**config.mk**
```make
export PLATFORM = sky130hd
export DESIGN_NAME = light_sequencer
export DESIGN_NICKNAME = d
export VERILOG_FILES = /design/src/rtl/light_sequencer.sv
export SDC_FILE = /design/constraint.sdc
export NUM_CORES = 1
export LEC_CHECK = 0
export ABC_AREA = 0
export CORE_MARGIN = 2
export CORE_UTILIZATION = 43
export CTS_BUF_LIST = sky130_fd_sc_hd__clkbuf_16
export CTS_CLUSTER_SIZE = 16
export DETAILED_ROUTE_END_ITERATION = 7
export PLACE_DENSITY_LB_ADDON = 0.08
export SLEW_MARGIN = 20
export SYNTH_ARGS = -nofsm -noshare
export SYNTH_HDL_FRONTEND = slang
export SYNTH_SLANG_ARGS = --single-unit
```
**constraint.sdc**
```tcl
create_clock -name clk -period 4.1 [get_ports clk]
set_clock_uncertainty 0.15 [all_clocks]
set_input_delay 0.82 -clock clk [delete_from_list [all_inputs] [get_ports clk]]
set_output_delay 0.82 -clock clk [all_outputs]
set_load 0.01 [all_outputs]
```
**src/rtl/light_sequencer.sv**
```systemverilog
// Two-road traffic light sequencer.
// Green/yellow/all-red cycle paced by a 1 Hz tick, direction chosen by dir_req.
module light_sequencer #(
  parameter int unsigned MIN_GRN_SEC = 5,
  parameter int unsigned YEL_SEC     = 3,
  parameter int unsigned ALLRED_SEC  = 1
) (
  input  logic       clk,
  input  logic       rst_n,
  input  logic       tick,
  input  logic       dir_req,
  output logic       red1,
  output logic       yel1,
  output logic       grn1,
  output logic       red2,
  output logic       yel2,
  output logic       grn2,
  output logic [2:0] phase,
  output logic [3:0] cnt,
  output logic       busy
);

  typedef enum logic [2:0] {
    G1 = 3'd0,
    Y1 = 3'd1,
    R1 = 3'd2,
    G2 = 3'd3,
    Y2 = 3'd4,
    R2 = 3'd5
  } state_t;

  localparam logic [3:0] T_GRN = 4'(MIN_GRN_SEC);
  localparam logic [3:0] T_YEL = 4'(YEL_SEC);
  localparam logic [3:0] T_RED = 4'(ALLRED_SEC);

  state_t     state;
  state_t     state_n;
  logic [3:0] t;
  logic [3:0] t_n;

  // State and phase counter registers
  always_ff @(posedge clk or negedge rst_n) begin
    if (!rst_n) begin
      state <= G1;
      t     <= T_GRN;
    end else begin
      state <= state_n;
      t     <= t_n;
    end
  end

  // Next-state and counter logic, evaluated only on tick
  always_comb begin
    state_n = state;
    t_n     = t;
    case (state)
      G1: if (tick) begin
        if (t != 4'd0) begin
          t_n = t - 4'd1;
        end else if (dir_req) begin
          state_n = Y1;
          t_n     = T_YEL;
        end
      end
      G2: if (tick) begin
        if (t != 4'd0) begin
          t_n = t - 4'd1;
        end else if (!dir_req) begin
          state_n = Y2;
          t_n     = T_YEL;
        end
      end
      Y1: if (tick) begin
        if (t > 4'd1) begin
          t_n = t - 4'd1;
        end else begin
          state_n = R1;
          t_n     = T_RED;
        end
      end
      R1: if (tick) begin
        if (t > 4'd1) begin
          t_n = t - 4'd1;
        end else begin
          state_n = G2;
          t_n     = T_GRN;
        end
      end
      Y2: if (tick) begin
        if (t > 4'd1) begin
          t_n = t - 4'd1;
        end else begin
          state_n = R2;
          t_n     = T_RED;
        end
      end
      R2: if (tick) begin
        if (t > 4'd1) begin
          t_n = t - 4'd1;
        end else begin
          state_n = G1;
          t_n     = T_GRN;
        end
      end
      default: begin
        state_n = R2;
        t_n     = T_RED;
      end
    endcase
  end

  // Lamp and status decode from the registered state
  always_comb begin
    red1 = 1'b0;
    yel1 = 1'b0;
    grn1 = 1'b0;
    red2 = 1'b0;
    yel2 = 1'b0;
    grn2 = 1'b0;
    busy = 1'b1;
    case (state)
      G1: begin
        grn1 = 1'b1;
        red2 = 1'b1;
        busy = 1'b0;
      end
      Y1: begin
        yel1 = 1'b1;
        red2 = 1'b1;
      end
      G2: begin
        red1 = 1'b1;
        grn2 = 1'b1;
        busy = 1'b0;
      end
      Y2: begin
        red1 = 1'b1;
        yel2 = 1'b1;
      end
      default: begin
        red1 = 1'b1;
        red2 = 1'b1;
      end
    endcase
  end

  assign phase = state;
  assign cnt   = t;

endmodule
```
# Word-level counts from Yosys, hierarchy flattened

Index checks and enable logic that the tools add are counted.
Widths: inputs -> output; s select.

Word-level logic and storage cells: 69
Output and inout bits: 14
Input port bits: 4
Register bits: 7

$lt $le $gt $ge: 1
Muxes and demuxes: 33
$add $sub $neg: 1
Equal/unequal tests: 23
Reduce and logical (&&, ||, !) cells: 9

Operators by type and width:

| operator            | number |
|---|---|
| $mux 3              | 14 |
| $mux 4              | 10 |
| $ne 2x2->1 const B  | 14 |
| $pmux 3 s6          | 1 |
| $pmux 4 s4          | 1 |
| $reduce_and 14->1   | 1 |
| $reduce_or 2->1     | 5 |
| $mux 1              | 7 |
| $eq 3x2->1 const B  | 2 |
| $eq 3x3->1 const B  | 2 |
| $ne 3x3->1 const B  | 2 |
| $reduce_and 6->1    | 1 |
| $gt 4x1->1 const B  | 1 |
| $ne 2x1->1 const B  | 2 |
| $reduce_bool 4->1   | 1 |
| $sub 4x1->4 const B | 1 |
| $eq 3x1->1 const B  | 1 |
| $logic_not 3->1     | 1 |

# Depth between registers and ports, before layout

Word-level depth: 4
Depth in mapped cells: 6
Depth with buffers taken out: 6

# Worst setup path before layout

No wires, ideal clock.

Path kind: register to register
Start point: reg t[0], in the netlist cnt[0]
End point: reg t[1], in the netlist cnt[1]
Stages on the path, launching flop included: 7
Arrival: 1.790 ns
Period minus slack after synthesis: 2.068 ns
Library setup time: 0.128 ns
Path slack: 2.032 ns
Required time: 3.822 ns
Path buffers: 0
Cells stage by stage: dfstp_2 > inv_1 > ha_1 > nor3b_4 > nor4bb_4 > a211oi_2 > mux2_1

Word-level cells in the longest chain between the ends: 4
Elaborated cells between the ends (all ways): 15
Classes of those cells: add/sub (1); order compare (1); eq/ne (2); mux (9); reduce/logical (2)

Ends and longest elaborated chain:

| element                                   | line | RTL |
|---|---|---|
| from (decl)                               | 38   | `logic [3:0] t;` |
| from (signal assigned)                    | 48   | `t <= t_n;` |
| $sub 4x1->4, or another cell as far along | n/a  |  |
| $mux 4 (on tied branches) (2 in a row)    | n/a  |  |
| $pmux 4 s4                                | 56   | `case (state)` |

Several ways; a longest one is shown, not always the timed one. The select of a mux whose other input is x is not followed.
A chain may end at the register's enable or synchronous reset.

==> qor.csv <==
stage,metric,value,unit
status,status,completed,
clock_network,CTS sink count,7,
finish,Antenna Cells,0,
placed_design,gpl congestion,0.811,
finish,Layout fillers,107,
worst_setup_path,worst reg2reg path depth,6,
worst_setup_path,crit-path cells,or2_2 > nor2_1 > clkdlybuf4s50_1,
min_path,Hold Path Class,flip-flop to flip-flop,
global_route,global route overflow,0,
drt,drt pass-1 iters,4,
power,Pwr per Cell Area,1000,nW/µm²
timing,Final setup viols,0,
synthesis,number of synthesized flops with an enable pin,0,
drt,routed vias,599,
global_route,vias in the first global route,551,
floorplan,Die Span X,41.8,µm
power,leak pwr,0.357,nW
clock_network,CTS root buf,clkbuf_16,
clock_network,setup bufs post-CTS,0,
clock_network,CTS resizes,0,
placed_design,Inst Count DP,97,
floorplan,die height,41.8,µm
min_path,hold path endpoint,cnt[1]$_DFFE_PN0P_,
synthesis,ys async rst share,1.00,
finish,nets,93,
worst_setup_path,worst r2r src,cnt[0]$_DFFE_PN1P_,
floorplan,boundary pin count,18,
worst_setup_path,worst-path fanout max,17,
worst_setup_path,"setup slack, reg-to-reg",1.90,ns
synthesis,leading area contributor after synthesis,dfrtp_1,
worst_setup_path,Max stage delay on crit path,0.55,ns
worst_setup_path,Required @ worst endpoint,3.13,ns
synthesis,Yosys warnings,0,
placed_design,number of I/O port buffers,17,
global_route,initial antenna violation count,0,
drt,antenna-violating nets left,0,
floorplan,num rows,13,
synthesis,"top cells by count, synth","a21oi_1 (7), nor2_1 (6), dfrtp_1 (5), inv_1 (5), nand2_1 (5)",
timing,TNS Setup,0,ns
synthesis,Most used DFF post-synth,dfrtp_1,
worst_setup_path,RR Endpoint,cnt[1]$_DFFE_PN0P_,
finish,layout cell share with drive strength beyond 1,0.128,
clock_network,Inserted Clock Buffers,3,
finish,synthesis-to-layout area growth,39.0,%
clock_network,"Reg clk slew, reported paths",0.04,ns
clock_network,clock latency on the worst-skew pair,0.23,ns
drt,DR iter-0 viols,12,
drt,# DRC,0,
worst_setup_path,Worst EP arrival,1.85,ns
timing,"Period Utilization, post-route",0.687,
floorplan,starting density of the core,0.465,
min_path,hold depth,1,
worst_setup_path,slowest CP cell,dfrtp_1,
global_route,largest net degree at the start of global routing,18,
synthesis,Post-Synthesis Cells,69,
drt,total wire length,1460,µm
timing,Period minus WS final,2.82,ns
synthesis,top cell type's share of synthesized area,0.204,
timing,max frequency,355,MHz
clock_network,clk buf depth,2,
floorplan,Core ar.,1320,µm²
power,worst vdd ir,0.512,mV
synthesis,most frequent cell after synthesis,a21oi_1,
clock_network,hold buffer count at cts,0,
timing,Fin. Hold Viols,0,
timing,"Slew Viols, Final",0,
timing,Worst Max-Slew Pin Slew,0.517,ns
synthesis,Unique masters post-synth,37,
timing,unrepaired setup endpoints after global routing,false,
synthesis,register area share after synthesis,0.290,
worst_setup_path,"Buf+Inv Stages, Crit Path",1,
timing,Slew HR,0.652,
global_route,first-pass GRT wire length,2500,µm
synthesis,Post-Syn Nets,75,
finish,FF/Latch Area,178,µm²
synthesis,Seq cells post-synth,7,
drt,vias per cell,5.93,
placed_design,DP HPWL,1030,µm
synthesis,Syn Std Cell Area,613,µm²
worst_setup_path,Startpoint Class,flip-flop,
drt,drt wl/cell,14.4,µm
flow_run,Max Cap Violations,0,
clock_network,CTS tree,built,
worst_setup_path,critical path class,flip-flop to output pin,
floorplan,Die Area,1740,µm²
finish,Non-Filler Instances,101,
finish,area of the multi-input gates,388,µm²
synthesis,Mapped Avg Cell Area,8.89,µm²
clock_network,H-tree depth,1,
worst_setup_path,Top Family by Delay on Critical Path,flip-flops,
worst_setup_path,critical path capture point type,output pin,
min_path,hold wc startpoint,cnt[1]$_DFFE_PN0P_,
global_route,Total GRT Usage,0.189,
synthesis,"top cells by area, synth","dfrtp_1 (20%), dfstp_2 (8.6%), a21oi_1 (5.7%)",
==> power breakdown <==
group	switching, W	internal, W	total [W]
combinational	0.000236	0.000262	0.000498
clock	0.0000334	0.000126	0.000160
sequential	0.0000875	0.000110	0.000198
total	0.000357	0.000498	0.000855
==> kinds of logic after synthesis <==
| group | synth area share |
|---|---|
| xor gates and xnor gates | 0.0143 |
| AOI/OAI and AO/OA | 0.290 |
| adders and majority gates | 0.0408 |
| muxes | 0.0347 |
| DFF | 0.290 |
| buffers and inverters | 0.0776 |
| and+or+nand+nor | 0.253 |
==> placed cells by master (no fill, tap or decap), drive strengths merged <==
master / instances
dfrtp: 5
xor2: 1
o22ai: 1
nor2b: 1
nor2: 6
o31ai: 3
clkdlybuf4s50: 17
a21o: 1
a31oi: 2
or3: 2
ha: 2
mux2: 1
mux2i: 1
o21a: 1
and2b: 1
a21oi: 7
nor3b: 1
a311oi: 1
o21ai: 2
and3: 1
dfstp: 2
nand2: 5
nor4bb: 2
a41o: 1
a32o: 1
o2bb2ai: 1
a2111oi: 1
or2: 2
a41oi: 1
clkbuf: 3
nor3: 2
o22a: 1
a211oi: 1
inv: 6
==> per-stage QoR <==
step	utilization	cell area [µm²]	worst slack (ns)	hold slack [ns]	power (W)
after global placement	0.587	773	1.57	0.394	0.000686
after global routing	0.647	852	1.19	0.440	0.000919
after CTS	0.647	852	1.27	0.403	0.000859
after detailed placement	0.587	773	1.51	0.396	0.000689
final	0.647	852	1.28	0.397	0.000855
after floorplan	-	613	2.03	0.374	0.000499
==> cell type report <==
type / instances / area share
Inverter: 5 / 0.0220
Clock inverter: 1 / 0.00441
Tap cell: 15 / 0.0220
Sequential cell: 7 / 0.209
Multi-Input combinational cell: 53 / 0.455
Clock buffer: 3 / 0.0881
Timing Repair Buffer: 17 / 0.200
==> routing by layer <==
metal | wire (µm) | up-vias | global-route usage
met2 | 726 | 20 | 0.284
met5 | 0 | - | 0
li1 | - | 294 | -
met4 | 17 | 0 | 0.116
met1 | 661 | 283 | 0.238
met3 | 52 | 2 | 0.0522
==> how the worst max path moves through the flow <==
stage                                  start                 end  cells after the start
final                              flip-flop                yel1                      3
after global routing               flip-flop                yel1                      3
after CTS                          flip-flop                yel1                      3
after detailed placement           flip-flop                yel1                      3
after global placement             flip-flop                grn1                      3
after floorplan           cnt[0]$_DFFE_PN1P_  cnt[1]$_DFFE_PN0P_                      6
Power figures use the tool's default switching activity.
